**config.mk**
```make
export PLATFORM = sky130hd
export DESIGN_NAME = seq_restoring_divider_flat
export DESIGN_NICKNAME = d
export VERILOG_FILES = /design/src/rtl/seq_restoring_divider_if.sv /design/src/rtl/seq_restoring_divider.sv /design/src/flat_wrapper.sv
export SDC_FILE = /design/constraint.sdc
export NUM_CORES = 1
export LEC_CHECK = 0
export BUFFER_PORTS_ARGS = -buffer_cell sky130_fd_sc_hd__buf_2
export CORE_UTILIZATION = 38
export DETAILED_ROUTE_END_ITERATION = 6
export GPL_TIMING_DRIVEN = 1
export SETUP_SLACK_MARGIN = 0.02
export SLEW_MARGIN = 0
export SYNTH_ARGS = -nofsm -noshare
export SYNTH_HDL_FRONTEND = slang
export SYNTH_SLANG_ARGS = --single-unit
```
**constraint.sdc**
```tcl
create_clock -name clk -period 2.2 [get_ports clk]
set_input_delay 0.11 -clock clk [delete_from_list [all_inputs] [get_ports clk]]
set_output_delay 0.11 -clock clk [all_outputs]
set_load 0.02 [all_outputs]
```
**src/rtl/seq_restoring_divider_if.sv**
```systemverilog
// Handshake and operand/result bundle for the sequential restoring divider.
// The master launches operations; the divider (slave) returns registered results.
interface seq_restoring_divider_if #(
  parameter int WIDTH = 4
);
  logic             start;
  logic [WIDTH-1:0] dividend;
  logic [WIDTH-1:0] divisor;
  logic             busy;
  logic             done;
  logic [WIDTH-1:0] quotient;
  logic [WIDTH-1:0] remainder;
  logic             div_by_zero;

  modport master (
    output start, dividend, divisor,
    input  busy, done, quotient, remainder, div_by_zero
  );

  modport slave (
    input  start, dividend, divisor,
    output busy, done, quotient, remainder, div_by_zero
  );
endinterface

```
**src/rtl/seq_restoring_divider.sv**
```systemverilog
// Multi-cycle unsigned restoring divider: one quotient bit per clock via a
// WIDTH+1 bit trial subtract, with a start/busy/done handshake.
module seq_restoring_divider #(
  parameter int WIDTH = 4
) (
  input  logic                  clk,
  input  logic                  rst_n,
  seq_restoring_divider_if.slave bus
);

  localparam int CNT_W = (WIDTH > 1) ? $clog2(WIDTH) : 1;
  localparam logic [CNT_W-1:0] LAST = CNT_W'(WIDTH - 1);

  typedef enum logic [1:0] {
    IDLE = 2'd0,
    RUN  = 2'd1,
    DONE = 2'd2
  } state_t;

  state_t           state;
  state_t           next_state;
  logic [WIDTH-1:0] q_reg;
  logic [WIDTH-1:0] d_reg;
  logic [WIDTH-1:0] r_reg;
  logic [CNT_W-1:0] cnt;
  logic [WIDTH-1:0] quotient_reg;
  logic [WIDTH-1:0] remainder_reg;
  logic             dbz_reg;

  logic [WIDTH:0]   shifted;
  logic [WIDTH:0]   trial;
  logic [WIDTH-1:0] r_next;
  logic [WIDTH-1:0] q_next;

  always_ff @(posedge clk or negedge rst_n) begin
    if (!rst_n) begin
      state <= IDLE;
    end else begin
      state <= next_state;
    end
  end

  always_comb begin
    next_state = state;
    case (state)
      IDLE: begin
        if (bus.start) begin
          next_state = (bus.divisor == '0) ? DONE : RUN;
        end
      end
      RUN: begin
        if (cnt == LAST) begin
          next_state = DONE;
        end
      end
      DONE:    next_state = IDLE;
      default: next_state = IDLE;
    endcase
  end

  always_comb begin
    bus.busy = (state != IDLE);
    bus.done = (state == DONE);
  end

  // ~D is extended with a 1 so bit WIDTH of the sum is the borrow of R - D.
  always_comb begin
    shifted = {r_reg, q_reg[WIDTH-1]};
    trial   = shifted + {1'b1, ~d_reg} + (WIDTH + 1)'(1);
    if (!trial[WIDTH]) begin
      r_next = trial[WIDTH-1:0];
      q_next = {q_reg[WIDTH-2:0], 1'b1};
    end else begin
      r_next = shifted[WIDTH-1:0];
      q_next = {q_reg[WIDTH-2:0], 1'b0};
    end
  end

  // Visible results load only on the edge that enters DONE.
  always_ff @(posedge clk or negedge rst_n) begin
    if (!rst_n) begin
      q_reg         <= '0;
      d_reg         <= '0;
      r_reg         <= '0;
      cnt           <= '0;
      quotient_reg  <= '0;
      remainder_reg <= '0;
      dbz_reg       <= 1'b0;
    end else begin
      case (state)
        IDLE: begin
          if (bus.start) begin
            q_reg <= bus.dividend;
            d_reg <= bus.divisor;
            r_reg <= '0;
            cnt   <= '0;
            if (bus.divisor == '0) begin
              quotient_reg  <= '1;
              remainder_reg <= bus.dividend;
              dbz_reg       <= 1'b1;
            end
          end
        end
        RUN: begin
          q_reg <= q_next;
          r_reg <= r_next;
          cnt   <= cnt + CNT_W'(1);
          if (cnt == LAST) begin
            quotient_reg  <= q_next;
            remainder_reg <= r_next;
            dbz_reg       <= 1'b0;
          end
        end
        default: ;
      endcase
    end
  end

  assign bus.quotient    = quotient_reg;
  assign bus.remainder   = remainder_reg;
  assign bus.div_by_zero = dbz_reg;

endmodule

```
**src/flat_wrapper.sv**
```systemverilog
// flat-port wrapper written by rule: the top's interface ports become plain ports
module seq_restoring_divider_flat 
#(
  parameter int WIDTH = 4
)
  (clk, rst_n, bus_start, bus_dividend, bus_divisor, bus_busy, bus_done, bus_quotient, bus_remainder, bus_div_by_zero);
  seq_restoring_divider_if #(.WIDTH(WIDTH)) bus_i ();
  input  logic clk;
  input  logic rst_n;
  input wire logic [$bits(bus_i.start)-1:0] bus_start;
  input wire logic [$bits(bus_i.dividend)-1:0] bus_dividend;
  input wire logic [$bits(bus_i.divisor)-1:0] bus_divisor;
  output wire logic [$bits(bus_i.busy)-1:0] bus_busy;
  output wire logic [$bits(bus_i.done)-1:0] bus_done;
  output wire logic [$bits(bus_i.quotient)-1:0] bus_quotient;
  output wire logic [$bits(bus_i.remainder)-1:0] bus_remainder;
  output wire logic [$bits(bus_i.div_by_zero)-1:0] bus_div_by_zero;
  assign bus_i.start = bus_start;
  assign bus_i.dividend = bus_dividend;
  assign bus_i.divisor = bus_divisor;
  assign bus_busy = bus_i.busy;
  assign bus_done = bus_i.done;
  assign bus_quotient = bus_i.quotient;
  assign bus_remainder = bus_i.remainder;
  assign bus_div_by_zero = bus_i.div_by_zero;
  seq_restoring_divider #(.WIDTH(WIDTH)) u_core (.clk(clk), .rst_n(rst_n), .bus(bus_i));
endmodule
```
======== After elaboration in Yosys (flattened, before gate mapping) ========
Index checks and enable logic that the tools add are counted.
Widths: inputs -> output; s select.
cells by class
  add/subtract/negate cells ............... 3
  equality and inequality tests ........... 6
  multiplexer cells ....................... 24
  bitwise operators ....................... 1
  reduce and logical (&&, ||, !) cells .... 8
operators with widths
  operator             number
  $mux 4               9
  $pmux 4 s2           4
  $mux 2               4
  $pmux 2 s2           2
  $reduce_and 2->1     3
  $add 5x1->5 const B  1
  $add 5x5->5          1
  $eq 2x2->1 const B   2
  $logic_not 4->1      1
  $mux 1               4
  $ne 2x1->1 const B   2
  $not 4->4            1
  $reduce_and 4->1     1
  $reduce_bool 2->1    2
  $add 2x1->2 const B  1
  $eq 2x1->1 const B   1
  $logic_not 2->1      1
  $ne 2x2->1 const B   1
  $pmux 1 s2           1
storage, ports and cells
  flip-flop bits (word level) ............. 25
  input port bits ......................... 11
  output and inout port bits .............. 11
  logic and storage cells ................. 50

======== Logic depth before layout (Yosys ltp) ========
Gate-level depths: netlist of run 1.
  word-level depth ........................ 6
  depth in mapped cells ................... 8
  mapped depth without buffers ............ 8

======== Least setup slack after synthesis of run 1 ========
No wires, ideal clock.
  path kind ............................... register to register
  from .................................... reg u_core.q_reg[3]
  to ...................................... reg u_core.remainder_reg[3], in the netlist u_core.bus.remainder[3]
  library setup time ...................... 0.139 ns
  arrival time ............................ 1.853 ns
  required time ........................... 2.061 ns
  path slack .............................. 0.208 ns
  cell stages (with the launch flop) ...... 9
  buffers on the path ..................... 0
  clock period less this slack ............ 1.992 ns
  path through ............................ dfrtp_1 > inv_1 > ha_1 > fa_1 > nand2b_1 > a21o_1 > xnor2_1 > nand2b_1 > a41oi_1
on the way
  word-level cells in the longest chain between the ends .. 5
ends and longest elaborated chain
  item                    RTL line                      RTL
  from (decl)             seq_restoring_divider.sv:22   logic [WIDTH-1:0] q_reg;
  from (signal assigned)  seq_restoring_divider.sv:93   q_reg <= bus.dividend;
  from (signal assigned)  seq_restoring_divider.sv:105  q_reg <= q_next;
  $add 5x5->5             seq_restoring_divider.sv:69   trial = shifted + {1'b1, ~d_reg} + (WIDTH + 1)'(1);
  $add 5x1->5             seq_restoring_divider.sv:69
  $mux 4                  seq_restoring_divider.sv:70   if (!trial[WIDTH]) begin
  $mux 4                  seq_restoring_divider.sv:108  if (cnt == LAST) begin
  $pmux 4 s2              seq_restoring_divider.sv:90   case (state)
  to (signal assigned)    seq_restoring_divider.sv:99   remainder_reg <= bus.dividend;
  to (signal assigned)    seq_restoring_divider.sv:110  remainder_reg <= r_next;
  to (decl)               seq_restoring_divider.sv:27   logic [WIDTH-1:0] remainder_reg;
Every way passes these cells. The select of a mux whose other input is x is not followed.
A chain may end at the register's enable or synchronous reset.

======== Worst setup path in the final report of run 1 ========
  from .................................... reg u_core.q_reg[3]
  to ...................................... reg u_core.remainder_reg[0], in the netlist u_core.bus.remainder[0]
on the way
  word-level cells in the longest chain between the ends .. 5
ends and longest elaborated chain
  item            RTL line
  $add 5x5->5     seq_restoring_divider.sv:69
  $add 5x1->5     seq_restoring_divider.sv:69
  $mux 4 (*)      seq_restoring_divider.sv:70
  $mux 4 (*)      seq_restoring_divider.sv:108
  $pmux 4 s2 (*)  seq_restoring_divider.sv:90
Every way passes the cells marked *; elsewhere a longest branch is shown, timed or not. The select of a mux whose other input is x is not followed.

==> impl_metrics.tcl, run 1 <==
set metrics [dict create \
    status "complete, but fails checks" \
    violations "hold timing" \
    postSynthAreaPerCell_um2 10.2 \
    htreeDepth 1 \
    utilization_pct 46.9 \
    reg2regPathDepth 9 \
    hold_class "in -> reg" \
    max_freq_ghz 0.480 \
    seq_area_um2 626 \
    synth_top_area_share_pct 46.3 \
    layoutNonFillerInstCount 203 \
    ys_ff_latch 25 \
    initial_core_util_pct 40.2 \
    yosys_warnings 0 \
    grt.total_usage_pct 17.7 \
    vias 1081 \
    syn2layout_area_growth_pct 16.7 \
    clk_path_buf_depth 2 \
    crit_chain "inv_1 > ha_1 > fa_2 > nand2b_1 > a21o_1 > buf_4 > nor4_4 > a41oi_1 > a41oi_1" \
    cts-root-buf "clkbuf_4" \
    numPlacedInstances 195 \
    critPathKind "reg -> reg" \
    crit_top_cell "a41oi_1" \
    r2r_slack_ns 0.12 \
    seq_area_frac_synth_pct 46.3 \
    portBuffers 21 \
    synth-edff-count 0 \
    cts_tree "built" \
    synth_top_area_cell "dfrtp_1" \
    r2r_start "u_core.q_reg[3]" \
    rsz0062_at_grt "false" \
    antenna_found_initial 0 \
    fin_tns_setup_ns 0 \
    die_area_um2 3800 \
    synthTopCellsByCount "dfrtp_1 (25), nand2_1 (15), o21ai_0 (10), nor2_1 (7), inv_1 (6)" \
    grt_start_max_net_pins 26 \
    worst_hold_slack_ns -0.0000104 \
    holdPathStages 3 \
    power.density_nw_per_um2 1660 \
    hp-start "bus_divisor[3]" \
    grt_pass1_wl_um 4780 \
    synth_area_um2 1350 \
    ys_types 38 \
    start_kind "flip-flop" \
    clk_pin_slew_ns 0.14 \
    hold_end "u_core.d_reg[3]" \
    drt_wl_total_um 2990 \
    rows 21 \
    ys_top_cells_by_area "dfrtp_1 (46%), ha_1 (4.6%), nand2_1 (4.2%)" \
    crit_slowest_cell "dfrtp_1" \
    avgViaCountPerCell 5.33 \
    skew_ns 0.00426 \
    post-route-min-period_ns 2.08 \
    hold_viol_final 1 \
    tightest_slew_ns 0.554 \
    hpwl_um 2140 \
    end_kind "flip-flop" \
    period_share_pct 94.6 \
    clk_latency_ns 0.33 \
    cts_made_buffers 3 \
    wl_per_cell_um 14.7 \
    drive_gt1_share_pct 26.8 \
    critical_path_depth 9 \
    critical_path_buf_inv_count 2 \
    nNetsFinal 175 \
    crit_fanout 4 \
    grt_pass1_vias 1006 \
    cp_top_family "adder cells" \
    synthArstFlopShare_pct 100 \
    max_stage_delay_ns 0.39 \
    first_pass_iters 4 \
    cts_sinks 25 \
    synthCells 132 \
    drv_cap 0 \
    nFillCells 341 \
    gp_congestion 0.811 \
    peakVddDrop_mv 0.772 \
    grt_overflow 0 \
    diodes 0 \
    num_io_pins 22 \
    r2r_end "u_core.bus.remainder[0]" \
    synth_flop_cell "dfrtp_1" \
    setup_violations 0 \
    synth_fp_nets 149 \
    cp_data_arrival_time_ns 2.34 \
    drv_slew 0 \
    multiInputGateArea_um2 676 \
    die_h_um 61.6 \
    drc 0 \
    yosysMostFrequentCell "dfrtp_1" \
    relSlewSlack_pct 63.1 \
    p_leak_nw 0.686 \
    die_x_um 61.6 \
    cp.required_ns 2.46 \
    first_iter_violations 37 \
    core_um2 3360 \
    ant_nets 0 \
]
tightest hold or removal path: stages:
cell and delay (ns):
buf_2 0.09, nand2_1 0.04, o21ai_0 0.06
final cells by class:
cell class | count | area share, %
Clock inverter | 1 | 0.476
Clock buffer | 3 | 1.43
Multi-Input combinational cell | 94 | 42.9
Tap cell | 46 | 3.65
Sequential cell | 25 | 39.7
Timing Repair Buffer | 28 | 10.5
Inverter | 6 | 1.43
cells by family after synthesis:
logic type	Yosys count	share of synthesized area (%)
compound gates	41	21.9
xor+xnor	3	1.94
fa+ha+maj	6	6.11
buf+inv	13	6.11
flops	25	46.3
mux	1	0.833
simple gates	43	16.9
how the worst max path moves through the flow:
| stage | startpoint | to | slack (ns) |
|---|---|---|---|
| floorplan | u_core.q_reg[3] | u_core.bus.remainder[3] | 0.21 |
| global placement | u_core.q_reg[3] | u_core.bus.remainder[3] | 0.16 |
| detailed placement | u_core.q_reg[3] | u_core.bus.remainder[3] | 0.07 |
| CTS | u_core.q_reg[3] | u_core.bus.remainder[3] | 0.07 |
| global route | u_core.q_reg[3] | u_core.bus.remainder[0] | 0.02 |
| finish | u_core.q_reg[3] | u_core.bus.remainder[0] | 0.12 |
per-stage QoR:
stage,setup slack [ns],hold slack (ns),cell area [um^2],power (mW)
after floorplan,0.208,-0.186,1350,1.97
after global placement,0.165,0.139,1480,2.28
after detailed placement,0.0673,0.138,1480,2.31
after CTS,0.0692,0.00229,1530,2.53
after global routing,0.0185,0.00449,1580,2.86
final,0.119,-0.0000104,1580,2.62
layer usage:
layer | vias up | track usage [%] | wire length, um
met2 | 19 | 27.2 | 1420
met4 | 0 | 6.67 | 53
li1 | 523 | - | -
met5 | - | 0 | 0
met3 | 5 | 2.52 | 93
met1 | 534 | 25.2 | 1430
timing repair:
action	4_1_cts	5_1_grt
setup buffers	0	1
endpoints found under the hold margin	26	1
hold buffers	2	1
resized for setup	0	5
setup endpoints to repair	0	6
power breakdown:
part | internal (mW) | switching (mW)
sequential | 0.679 | 0.192
combinational | 0.655 | 0.876
clock | 0.0697 | 0.149
total | 1.40 | 1.22
cell usage in the layout, fill, tap and decap left out, types with 2 or more instances in the layout:
cell type / count
o21ai_0: 10
dlygate4sd3_1: 3
or3_1: 2
nor2b_1: 3
nand3b_1: 3
ha_1: 5
nand2_1: 15
nand2b_1: 2
buf_2: 21
a211o_1: 2
a21oi_1: 5
a41oi_1: 2
o211ai_1: 2
a22oi_1: 3
o22a_1: 4
a21oi_2: 3
buf_4: 4
clkbuf_4: 3
nor2_1: 7
a211oi_1: 2
dfrtp_1: 25
inv_1: 6
nand3_1: 5
(Power assumes the default switching activity.)
==> run 2: changes to the inputs <==
--- a/config.mk
+++ b/config.mk
@@ -6,6 +6,7 @@
 export NUM_CORES = 1
 export LEC_CHECK = 0
 export BUFFER_PORTS_ARGS = -buffer_cell sky130_fd_sc_hd__buf_2
+export CORE_MARGIN = 2
 export CORE_UTILIZATION = 38
 export DETAILED_ROUTE_END_ITERATION = 6
 export GPL_TIMING_DRIVEN = 1
==> run 2 against run 1 <==
Net effect:
- the flow now finishes without violations
- clock-buffer cell count is the same
- final cell count is the same
- setup slack lost 0.030 ns
- combinational power grew 3%
- total power grew 2.2%
- non-clock buffer count is the same
- largest power group unchanged
- highest routed layer unchanged
==> impl_metrics.tcl, run 2 (synthesis gave the netlist of run 1 again) <==
set metrics [dict create \
    critical_path_buf_inv_count 2 \
    grt_pass1_wl_um 5060 \
    grt_pass1_vias 1044 \
    ant_nets 0 \
    diodes 0 \
    antenna_found_initial 0 \
    avgViaCountPerCell 5.41 \
    gp_congestion 0.950 \
    hold_class "in -> reg" \
    hpwl_um 2190 \
    initial_core_util_pct 40.2 \
    die_area_um2 4050 \
    utilization_pct 47.2 \
    hold_viol_final 0 \
    cts-root-buf "clkbuf_4" \
    end_kind "flip-flop" \
    power.density_nw_per_um2 1690 \
    drt_wl_total_um 3100 \
    fin_ws_ns 0.0891 \
    portBuffers 21 \
    crit_top_cell "a41oi_2" \
    drv_cap 0 \
    cts_sinks 25 \
    nNetsFinal 175 \
    numPlacedInstances 195 \
    wl_per_cell_um 15.3 \
    grt_overflow 0 \
    rsz0062_at_grt "false" \
    tightest_slew_ns 0.655 \
    crit_slowest_cell "dfrtp_1" \
    start_kind "flip-flop" \
    peakVddDrop_mv 0.666 \
    post-route-min-period_ns 2.11 \
    relSlewSlack_pct 55.9 \
    post_dp_cell_area_um2 1480 \
    drc 0 \
    layoutNonFillerInstCount 203 \
    setup_violations 0 \
    design_area_um2 1590 \
    vias 1098 \
    clk_pin_slew_ns 0.15 \
    clk_path_buf_depth 2 \
    max_stage_delay_ns 0.42 \
    drv_slew 0 \
    p_total_mw 2.68 \
    skew_ns 0.00907 \
    p_leak_nw 0.690 \
    max_freq_ghz 0.474 \
    syn2layout_area_growth_pct 17.5 \
    htreeDepth 1 \
    cts_tree "built" \
    crit_fanout 4 \
    die_h_um 63.6 \
    drive_gt1_share_pct 28.0 \
    crit_chain "inv_1 > ha_2 > fa_2 > nand2b_1 > a21o_1 > buf_4 > nor4_4 > a41oi_2 > a41oi_2" \
    cp.required_ns 2.47 \
    worst_hold_slack_ns 0.0175 \
    critPathKind "reg -> reg" \
    cts_made_buffers 3 \
    place_ws_ns 0.0354 \
    status "complete, no violations" \
    grt_start_max_net_pins 26 \
    mostFrequentLayoutCell "dfrtp_1" \
    fin_tns_setup_ns 0 \
    rows 21 \
    cp_top_family "adder cells" \
    grt.total_usage_pct 15.9 \
    cp_data_arrival_time_ns 2.38 \
    first_iter_violations 64 \
    period_share_pct 96.0 \
    core_um2 3360 \
    clk_latency_ns 0.34 \
    num_io_pins 22 \
    die_x_um 63.6 \
    first_pass_iters 5 \
    final_cell_mix "dfrtp_1 (25), buf_2 (21), nand2_1 (15)" \
]
run 2: cell count changes in the layout (fill, tap and decap cells not counted), sizes merged:
cell,change
clkinvlp,-1
inv,+1
run 2: power breakdown:
group	internal, mW	switching [mW]
Clock	0.0744	0.160
Sequential	0.679	0.200
Combinational	0.669	0.897
Total	1.42	1.26
run 2: worst paths after layout:
path / from / endpoint / slack [ns] / cells after the start
hold reg to reg: u_core.bus.quotient[2] / u_core.bus.quotient[2] / 0.50 / 1
setup reg to reg: u_core.q_reg[3] / u_core.bus.remainder[0] / 0.09 / 9
setup / recovery: u_core.q_reg[3] / u_core.bus.remainder[0] / 0.09 / 9
max in group asynchronous: rst_n / u_core.q_reg[3] / 1.55 / 2
hold / removal: bus_divisor[1] / u_core.d_reg[1] / 0.02 / 3
min in group asynchronous: rst_n / u_core.cnt[1] / 0.27 / 2
run 2: final cells by class:
class	count	area, um^2
Fill cell	338	1780
Multi-Input combinational cell	94	686
Sequential cell	25	626
Timing Repair Buffer	28	165
Tap cell	46	57.6
Clock buffer	3	22.5
Inverter	6	22.5
Clock inverter	1	8.76
run 2: worst reg2reg max path, cell delays in order, from the launching register on:
cell and delay [ns]:
dfrtp_1 0.42, inv_1 0.08, ha_2 0.19, fa_2 0.35, nand2b_1 0.19, a21o_1 0.20, buf_4 0.17, nor4_4 0.15
a41oi_2 0.08, a41oi_2 0.22
run 2: layer usage:
metal  track usage, %  up-vias  share of wire (%)
met5                0        -                  0
met4             6.52        0                2.4
met3             2.14        8                3.9
met2             24.2       33                 48
met1             22.8      537                 45
li1                 -      520                  -
run 2: timing repair:
action | 4_1_cts | 5_1_grt
endpoints found under the setup margin | 0 | 5
hold buffers | 3 | 0
gates resized for setup | 0 | 7
hold endpoints to repair | 27 | 0
setup buffers | 0 | 1
